**src/rtl/gam_memory_layer_param_pkg.sv**
```systemverilog
// gam_memory_layer_param_pkg: shared types, default sizes, FSM states and distance helper for the GAM memory layer.
package gam_memory_layer_param_pkg;
    localparam int NODES_DEF    = 16;
    localparam int DIM_DEF      = 8;
    localparam int ELEM_W_DEF   = 8;
    localparam int CLASS_W_DEF  = 4;
    localparam int LR_SHIFT_DEF = 2;
    localparam int DIST_W_DEF   = 2*ELEM_W_DEF + $clog2(DIM_DEF);
    typedef logic [ELEM_W_DEF-1:0]         elem_t;
    typedef logic [CLASS_W_DEF-1:0]        class_t;
    typedef logic [DIST_W_DEF-1:0]         dist_t;
    typedef logic [$clog2(NODES_DEF)-1:0]  node_idx_t;
    typedef elem_t [DIM_DEF-1:0]           vec_t;
    typedef enum logic [2:0] {IDLE, SEARCH, UPDATE, ASSOC, DONE} mem_state_t;
    function automatic dist_t sq_dist(input vec_t a, input vec_t b);
        dist_t s;
        elem_t ad;
        s = '0;
        for (int k = 0; k < DIM_DEF; k++) begin
            ad = a[k] > b[k] ? a[k] - b[k] : b[k] - a[k];
            s = s + dist_t'(ad) * dist_t'(ad);
        end
        return s;
    endfunction
endpackage

```
**src/rtl/gam_memory_layer_param_two_min_tracker.sv**
```systemverilog
// gam_two_min_tracker: streams distances and keeps the smallest and second-smallest with their indices.
module gam_two_min_tracker #(
    parameter int DIST_W = 19,
    parameter int IDX_W  = 4
) (
    input  logic              clk,
    input  logic              reset,
    input  logic              clear,
    input  logic              en,
    input  logic [DIST_W-1:0] d,
    input  logic [IDX_W-1:0]  idx,
    output logic [DIST_W-1:0] min1,
    output logic [DIST_W-1:0] min2,
    output logic [IDX_W-1:0]  idx1,
    output logic [IDX_W-1:0]  idx2,
    output logic              valid2
);
    logic valid1;
    // strict compares: an equal distance never displaces an earlier (lower) index
    always_ff @(posedge clk) begin
        if (reset || clear) begin
            min1   <= '1;
            min2   <= '1;
            idx1   <= '0;
            idx2   <= '0;
            valid1 <= 1'b0;
            valid2 <= 1'b0;
        end else if (en) begin
            if (!valid1 || d < min1) begin
                min2   <= min1;
                idx2   <= idx1;
                valid2 <= valid1;
                min1   <= d;
                idx1   <= idx;
                valid1 <= 1'b1;
            end else if (!valid2 || d < min2) begin
                min2   <= d;
                idx2   <= idx;
                valid2 <= 1'b1;
            end
        end
    end
endmodule

```
**src/rtl/gam_memory_layer_param.sv**
```systemverilog
// gam_memory_layer_param: learns class-labelled prototype nodes via a sequential two-min
// search, inserting nodes or nudging the winner, then hands off to the associative layer.
module gam_memory_layer_param
    import gam_memory_layer_param_pkg::*;
#(
    parameter int NODES    = NODES_DEF,
    parameter int DIM      = DIM_DEF,
    parameter int ELEM_W   = ELEM_W_DEF,
    parameter int CLASS_W  = CLASS_W_DEF,
    parameter int LR_SHIFT = LR_SHIFT_DEF,
    localparam int DIST_W  = 2*ELEM_W + $clog2(DIM),
    localparam int IDX_W   = $clog2(NODES),
    localparam int CNT_W   = $clog2(NODES+1)
) (
    input  logic                  clk,
    input  logic                  reset,
    input  logic [DIM*ELEM_W-1:0] x,
    input  logic [CLASS_W-1:0]    c,
    input  logic                  x_valid,
    output logic                  x_ready,
    input  logic [DIST_W-1:0]     thresh,
    input  logic                  learning_done,
    input  logic                  assoc_learning_done,
    output logic                  assoc_learning_start,
    output logic [CNT_W-1:0]      node_count,
    output logic [IDX_W-1:0]      winner_idx,
    output logic                  winner_valid,
    output logic                  overflow
);
    mem_state_t state, state_nx;
    logic [DIM*ELEM_W-1:0] xr, w_upd;
    logic [CLASS_W-1:0]    cr;
    logic [DIM*ELEM_W-1:0] w     [NODES];
    logic [CLASS_W-1:0]    cls   [NODES];
    logic [NODES-1:0]      edges [NODES];
    logic [IDX_W-1:0]      scan, idx1, idx2;
    logic [DIST_W-1:0]     d, min1, unused_min2;
    logic pending, valid2, take, last, insert, full;

    function automatic logic [DIST_W-1:0] sq(input logic [ELEM_W-1:0] a, input logic [ELEM_W-1:0] b);
        logic [ELEM_W-1:0] ad;
        ad = a > b ? a - b : b - a;
        return DIST_W'(ad) * DIST_W'(ad);
    endfunction

    // signed (ELEM_W+1)-bit step keeps the result inside 0..2^ELEM_W-1
    function automatic logic [ELEM_W-1:0] step(input logic [ELEM_W-1:0] a, input logic [ELEM_W-1:0] b);
        logic signed [ELEM_W:0] diff;
        diff = $signed({1'b0, a}) - $signed({1'b0, b});
        return ELEM_W'($signed({1'b0, b}) + (diff >>> LR_SHIFT));
    endfunction

    assign x_ready              = state == IDLE;
    assign assoc_learning_start = state == ASSOC;
    assign take                 = state == IDLE && x_valid;
    assign last                 = CNT_W'(scan) + CNT_W'(1) >= node_count;
    assign full                 = node_count == CNT_W'(NODES);
    assign insert               = node_count < CNT_W'(2) || min1 > thresh || cls[idx1] != cr;

    always_comb begin
        d     = '0;
        w_upd = w[idx1];
        for (int k = 0; k < DIM; k++) begin
            d = d + sq(xr[k*ELEM_W +: ELEM_W], w[scan][k*ELEM_W +: ELEM_W]);
            w_upd[k*ELEM_W +: ELEM_W] = step(xr[k*ELEM_W +: ELEM_W], w[idx1][k*ELEM_W +: ELEM_W]);
        end
    end

    gam_two_min_tracker #(.DIST_W(DIST_W), .IDX_W(IDX_W)) u_tracker (
        .clk    (clk),
        .reset  (reset),
        .clear  (take),
        .en     (state == SEARCH && node_count != '0),
        .d      (d),
        .idx    (scan),
        .min1   (min1),
        .min2   (unused_min2),
        .idx1   (idx1),
        .idx2   (idx2),
        .valid2 (valid2)
    );

    always_comb begin
        state_nx = state;
        case (state)
            IDLE:    state_nx = x_valid ? SEARCH : (pending || learning_done) ? ASSOC : IDLE;
            SEARCH:  state_nx = last ? UPDATE : SEARCH;
            UPDATE:  state_nx = IDLE;
            ASSOC:   state_nx = assoc_learning_done ? DONE : ASSOC;
            default: state_nx = state;
        endcase
    end

    always_ff @(posedge clk) begin
        if (reset) begin
            state        <= IDLE;
            node_count   <= '0;
            winner_idx   <= '0;
            winner_valid <= 1'b0;
            overflow     <= 1'b0;
            pending      <= 1'b0;
            scan         <= '0;
            for (int i = 0; i < NODES; i++) edges[i] <= '0;
        end else begin
            state        <= state_nx;
            winner_valid <= state == UPDATE;
            scan         <= state == SEARCH ? scan + 1'b1 : '0;
            if ((state == SEARCH || state == UPDATE) && learning_done)
                pending <= 1'b1;
            else if (state == ASSOC)
                pending <= 1'b0;
            if (state == UPDATE) begin
                if (insert && !full) begin
                    node_count <= node_count + 1'b1;
                    winner_idx <= IDX_W'(node_count);
                end else begin
                    // a refused insertion on a full memory falls back to a winner update
                    winner_idx <= idx1;
                    overflow   <= overflow | insert;
                    if (valid2) begin
                        edges[idx1] <= edges[idx1] | (NODES'(1) << idx2);
                        edges[idx2] <= edges[idx2] | (NODES'(1) << idx1);
                    end
                end
            end
        end
    end

    always_ff @(posedge clk) begin
        if (take) begin
            xr <= x;
            cr <= c;
        end
        if (state == UPDATE) begin
            if (insert && !full) begin
                w[IDX_W'(node_count)]   <= xr;
                cls[IDX_W'(node_count)] <= cr;
            end else begin
                w[idx1] <= w_upd;
            end
        end
    end
endmodule

```
**config.mk**
```make
export PLATFORM = sky130hd
export DESIGN_NAME = gam_memory_layer_param
export DESIGN_NICKNAME = d
export VERILOG_FILES = /design/src/rtl/gam_memory_layer_param_pkg.sv /design/src/rtl/gam_memory_layer_param_two_min_tracker.sv /design/src/rtl/gam_memory_layer_param.sv
export SDC_FILE = /design/constraint.sdc
export NUM_CORES = 2
export LEC_CHECK = 0
export ABC_CLOCK_PERIOD_IN_PS = 26700
export CAP_MARGIN = 40
export CORE_MARGIN = 2
export CORE_UTILIZATION = 42
export CTS_CLUSTER_DIAMETER = 100
export CTS_CLUSTER_SIZE = 40
export DETAILED_ROUTE_END_ITERATION = 6
export HOLD_SLACK_MARGIN = 0.1
export PLACE_DENSITY = 0.67
export SETUP_SLACK_MARGIN = 0.15
export SYNTH_ARGS = -nofsm -noshare
export SYNTH_HDL_FRONTEND = slang
export SYNTH_SLANG_ARGS = --single-unit
```
**constraint.sdc**
```tcl
create_clock -name clk -period 26.7 [get_ports clk]
set_clock_uncertainty 0.15 [all_clocks]
set_input_delay 4.005 -clock clk [delete_from_list [all_inputs] [get_ports clk]]
set_output_delay 4.005 -clock clk [all_outputs]
set_load 0.02 [all_outputs]
```
# == After elaboration in Yosys (flattened, before gate mapping) ==
# Memories as Yosys holds them, arrays and structs flattened. A register that Yosys moved wholly into a read port is not among the register bits.
# Index checks and enable logic that the tools add are counted.
# W data, S select, Z words.
# word_totals
elab_cells,135
out_inout_bits,13
reg_bits,111
ramBits,1088
in_bits,92
mem_count,2
# mem_list
name,depth,word_bits,read_ports,rd_ports_with_merged_regs,wr,line,rtl
w,16,64,2,2,1,gam_memory_layer_param.sv:33,logic [DIM*ELEM_W-1:0] w [NODES];
cls,16,4,1,1,1,gam_memory_layer_param.sv:34,logic [CLASS_W-1:0] cls [NODES];
# op_classes
reduce_logical,21
magnitude_cmp,12
eq_ne,5
n_mul,8
muxes,30
add_sub_neg,42
bitwise_logic,3
# op_table
cell,n
$mul A8 B8 Y16,8
$sub A8 B8 Y8,16
$add A19 B16 Y19,4
$sub A8 B8 Y9,8
$add A8 B7 Y8,8
$gt A8 B8 Y1,8
$mux W64,1
$mux W8,8
$reduce_or A64 Y1,1
$mux W4,7
$add A18 B16 Y19,1
$gt A19 B19 Y1,1
$lt A19 B19 Y1,1
$add A17 B16 Y18,1
$add A16 B16 Y17,1
$pmux W3 S4,1
$mux W1,9
$eq A3 B2 Y1 const B,2
$logic_or A1 B1 Y1,6
$mux W2,3
$reduce_and A2 Y1,3
$add A4 B1 Y5 const B,1
$add A5 B1 Y5 const B,1
$eq A5 B5 Y1 const B,1
15 further kinds,20

# == Longest topological paths before layout ==
# depth
ltp_word,15
ltp_mapped,58
ltp_nobuf,53

# == Cells and area by module ==
# A second synthesis with hierarchy kept.
# unflattened
hier_cells,5530
hier_area_um2,79796.5
# modules_own_cells
mod,cells_per_inst,seq_area_each_um2,area_per_inst_um2,instances
gam_memory_layer_param,5180,35093.7,76806.2,1
gam_two_min_tracker,350,960.9,2990.4,1

# == Worst setup path before layout ==
# OpenSTA, ideal clock, no wires.
# synth_path
path_kind,flip-flop to flip-flop
startpoint,"reg, netlist name scan[0]"
endpoint,reg u_tracker.min1[0]
required_time_ps,26410
path_stages_with_launch,55
arrival_time_ps,13605
synth_period_minus_slack_ps,13895
slack_ps,12805
setup_ps,140
path_buffers,7
cell_sequence,dfxtp_1 > buf_2 > clkbuf_1 > clkbuf_1 > buf_1 > mux2i_1 > a21oi_1 > o21ai_0 > and2_1 > inv_1 > ha_1 > inv_1 > fa_1 > a21o_1 > a21oi_1 > o21ai_0 > a21oi_2 > buf_2 > [... 19 more ...] > fa_1 > inv_1 > ha_1 > or3_1 > o21ai_0 > a211o_1 > a21boi_0 > o41ai_1 > o21ai_0 > xor2_1 > ha_1 > nand4_1 > nor2_1 > o211ai_1 > o311ai_1 > clkbuf_1 > mux2i_1 > nand2_1
# synth_rtl
element,line,rtl
"end signal, assigned",gam_memory_layer_param_two_min_tracker.sv:22,min1 <= '1;
"end signal, assigned",gam_memory_layer_param_two_min_tracker.sv:33,min1 <= d;
"end, declared",gam_memory_layer_param_two_min_tracker.sv:12,"output logic [DIST_W-1:0] min1,"

==> key figures <==
Synth
  – Count of flip-flops with a built-in enable after synthesis: between 1000 and 1500
  – Avg Inst Size Synth: roughly 14 µm²
  – Mapped cell area: 78600 µm²
  – Syn_nets: about 6700
  – Register bit total from synthesis: 1203
  – Synthesized instance count: 5738
  – Register area share after synthesis: 0.454
  – Asr flop ratio synth: 0
  – Netlist cell types: 84
  – Syn. warnings: 0
  – Cell accounting for the most synthesized area: edfxtp_1
  – Top post-synthesis cells by area: edfxtp_1 44%, mux4_2 13%, fa_1 11%
  – Synth top area share: 0.442
  – Synth Flop Type: edfxtp_1

Place
  – DP Area: 83600 µm²
  – Dpl hpwl: 142 mm
  – IO buf count: 104
  – GPL Wtd Cong: 0.871

CTS
  – # hold bufs at CTS: 0
  – CTS tree: done
  – TritonCTS buffer count: 43
  – Longest Clk Path Bufs: 3
  – Reg clk slew, reported paths: between 0.1 and 0.15 ns
  – PostCTS Resize Cnt: 0
  – Clock sinks: 1203
  – Root Driver: clkbuf_16
  – Clock latency on the worst-skew pair: ~0.76 ns
  – Post-CTS setup buffers: 0
  – H-tree level count: 2

Timing
  – Max Clk Rate: 61.3 MHz
  – Actual slew at the worst max-slew pin: 0.943 ns
  – Fin Setup TNS: 0 ns
  – Slew Limit Fails: 0
  – Setup Viol. Count Final: 0
  – Final min period: 16.31 ns
  – Tcrit/Tclk final: 0.611
  – Final hold vios: 0
  – Slew Limit Headroom: 0.367
  – RSZ-0062 raised after global routing: no

Global route
  – Met1 Use GR: 0.285
  – Met3 usage: 0.0251
  – Number of global-route vias before repair: 50400
  – Initial antenna violation count: 3
  – GRT met2 Usage: 0.376
  – GR Overflow Total: 0
  – First-pass GRT wire length: 315 mm
  – Largest net degree at the start of global routing: 103
  – Grt peak-use layer: met2
  – GRT Total Usage: 0.219

Drt
  – Routed Antenna Nets: 0
  – Vias per cell: 5.84
  – Final WL: between 200 and 250 mm
  – WL/cell: around 25 µm
  – First-iteration detailed-routing DRC count: 4749
  – DRC viols: 0
  – First-pass iteration count of the detailed router: 6
  – Via count: 48700

Critical path
  – Startpoint Class: flip-flop
  – R2r endpoint: u_tracker.min1[1]$_SDFFE_PP1P_
  – CP max stage cell: buf_4
  – Crit-path max FO: 48
  – CP most frequent cell: fa_1
  – Max stage delay on crit path: 0.75 ns
  – Critical path class: flip-flop to flip-flop
  – R2R Setup Slk: slightly above 10 ns
  – R2R depth: 51
  – CP endpoint kind: flip-flop
  – Crit path DAT: 16.73 ns
  – WP data required: 27.12 ns
  – R2R Path Start: scan[0]$_SDFF_PP0_

Layout
  – Multi-input gate area: 39100 µm²
  – Register Area: about 36000 µm²
  – Commonest non-fill, non-tap cell in the layout: edfxtp_1
  – Fin area: 85100 µm²
  – Area grow syn2layout: 8.31%
  – Layout cells sized above 1: 0.153
  – Commonest cells after routing, fill and taps aside: 1156 x edfxtp_1, 786 x inv_1, 462 x ha_1, 452 x mux4_2, 420 x fa_1
  – Layout net count: 6807
  – Fill count: 16100

Min path
  – Hold Path Sink: scan[0]$_SDFF_PP0_
  – Hold path start: scan[0]$_SDFF_PP0_
  – Hold WC Path Type: flip-flop to flip-flop
  – Hold Crit Depth: 1

Die
  – # rows: 158
  – Die height: 437 µm
  – Die width: 437 µm
  – Die Area: 191000 µm²
  – Area of the core: between 150000 and 200000 µm²
  – Initial Utilization: 0.423
  – Boundary Pins: 105

Status
  – Status: completed

Flow run
  – Max-cap viol count: 0
==> cell families (layout without fill, tap and decap cells) <==
group / count (synthesis) / in the layout / share of synthesized area
other: 0 / 1 / 0
flip-flops: 1203 / 1203 / 0.454
buffers and inverters: 1020 / 1140 / 0.0506
multiplexers: 810 / 810 / 0.178
AND/OR/NAND/NOR: 842 / 842 / 0.0504
AO/OA/AOI/OAI: 791 / 791 / 0.0660
adder cells (fa/ha/maj): 882 / 882 / 0.181
XOR/XNOR: 190 / 190 / 0.0213
==> area by class of cell <==
cell class              instances  share of cell area
diodes                          1           0.0000294
multi-input cells            3515               0.460
inverters                     788              0.0347
well taps                    2480              0.0364
repair buffers                282              0.0320
clock buffers                  45              0.0127
flip-flops and latches       1203               0.419
clock inverters                25             0.00516
==> sequential cells by signal (all words and copies together) (netlist names), named ones only <==
signal	count
u_tracker.idx1	4
state	3
scan	4
u_tracker.min1	19
overflow	1
w	1024
cr	4
pending	1
winner_idx	4
xr	64
u_tracker.valid1	1
winner_valid	1
cls	64
node_count	5
==> synthesized netlist by cell type (78+ instances only) <==
library cell / number
a21oi_1: 205
a221oi_1: 78
clkbuf_1: 134
edfxtp_1: 1156
fa_1: 420
ha_1: 462
inv_1: 786
mux2_2: 96
mux2i_1: 257
mux4_2: 452
nand2_1: 187
nor2_1: 306
o21ai_0: 209
xnor2_1: 124
==> routing by layer <==
metal,share of wire,up-vias
li1,-,21200
met1,0.40,25400
met2,0.50,1801
met3,0.067,329
met4,0.041,0
met5,0,-
==> worst max path at each step <==
stage                  startpoint                             end  slack (ns)  depth (start not counted)
5_1_grt        scan[0]$_SDFF_PP0_  u_tracker.min1[1]$_SDFFE_PP1P_        9.38                         52
6_report       scan[0]$_SDFF_PP0_  u_tracker.min1[1]$_SDFFE_PP1P_       10.39                         51
4_1_cts        scan[0]$_SDFF_PP0_  u_tracker.min1[1]$_SDFFE_PP1P_       10.41                         52
3_3_place_gp   scan[0]$_SDFF_PP0_  u_tracker.min1[3]$_SDFFE_PP1P_        9.99                         50
3_5_place_dp   scan[0]$_SDFF_PP0_                       flip-flop       10.48                         52
2_1_floorplan  scan[0]$_SDFF_PP0_  u_tracker.min1[0]$_SDFFE_PP1P_       12.81                         54
==> worst max-delay path, delay by kind of cell (launching register included) <==
family	cells	cell delay [ns]
AO/OA/AOI/OAI	15	3.78
XOR/XNOR	2	0.80
adder cells (fa/ha/maj)	13	5.92
buffers and inverters	11	2.96
flip-flops	1	0.41
multiplexers	3	0.81
AND/OR/NAND/NOR	7	1.18
==> metrics by stage <==
stage | cells | util | worst slack (ns) | hold slack, ns
global placement | 8232 | 0.447 | 9.99 | 0.319
floorplan | 5738 | - | 12.81 | 0.295
finish | 8339 | 0.459 | 10.39 | 0.331
global route | 8338 | 0.459 | 9.38 | 0.344
detailed placement | 8267 | 0.450 | 10.48 | 0.310
CTS | 8337 | 0.459 | 10.41 | 0.331
Power is not shown: default switching activity piles up to over one toggle a cycle in this logic, so the estimate is an artifact.
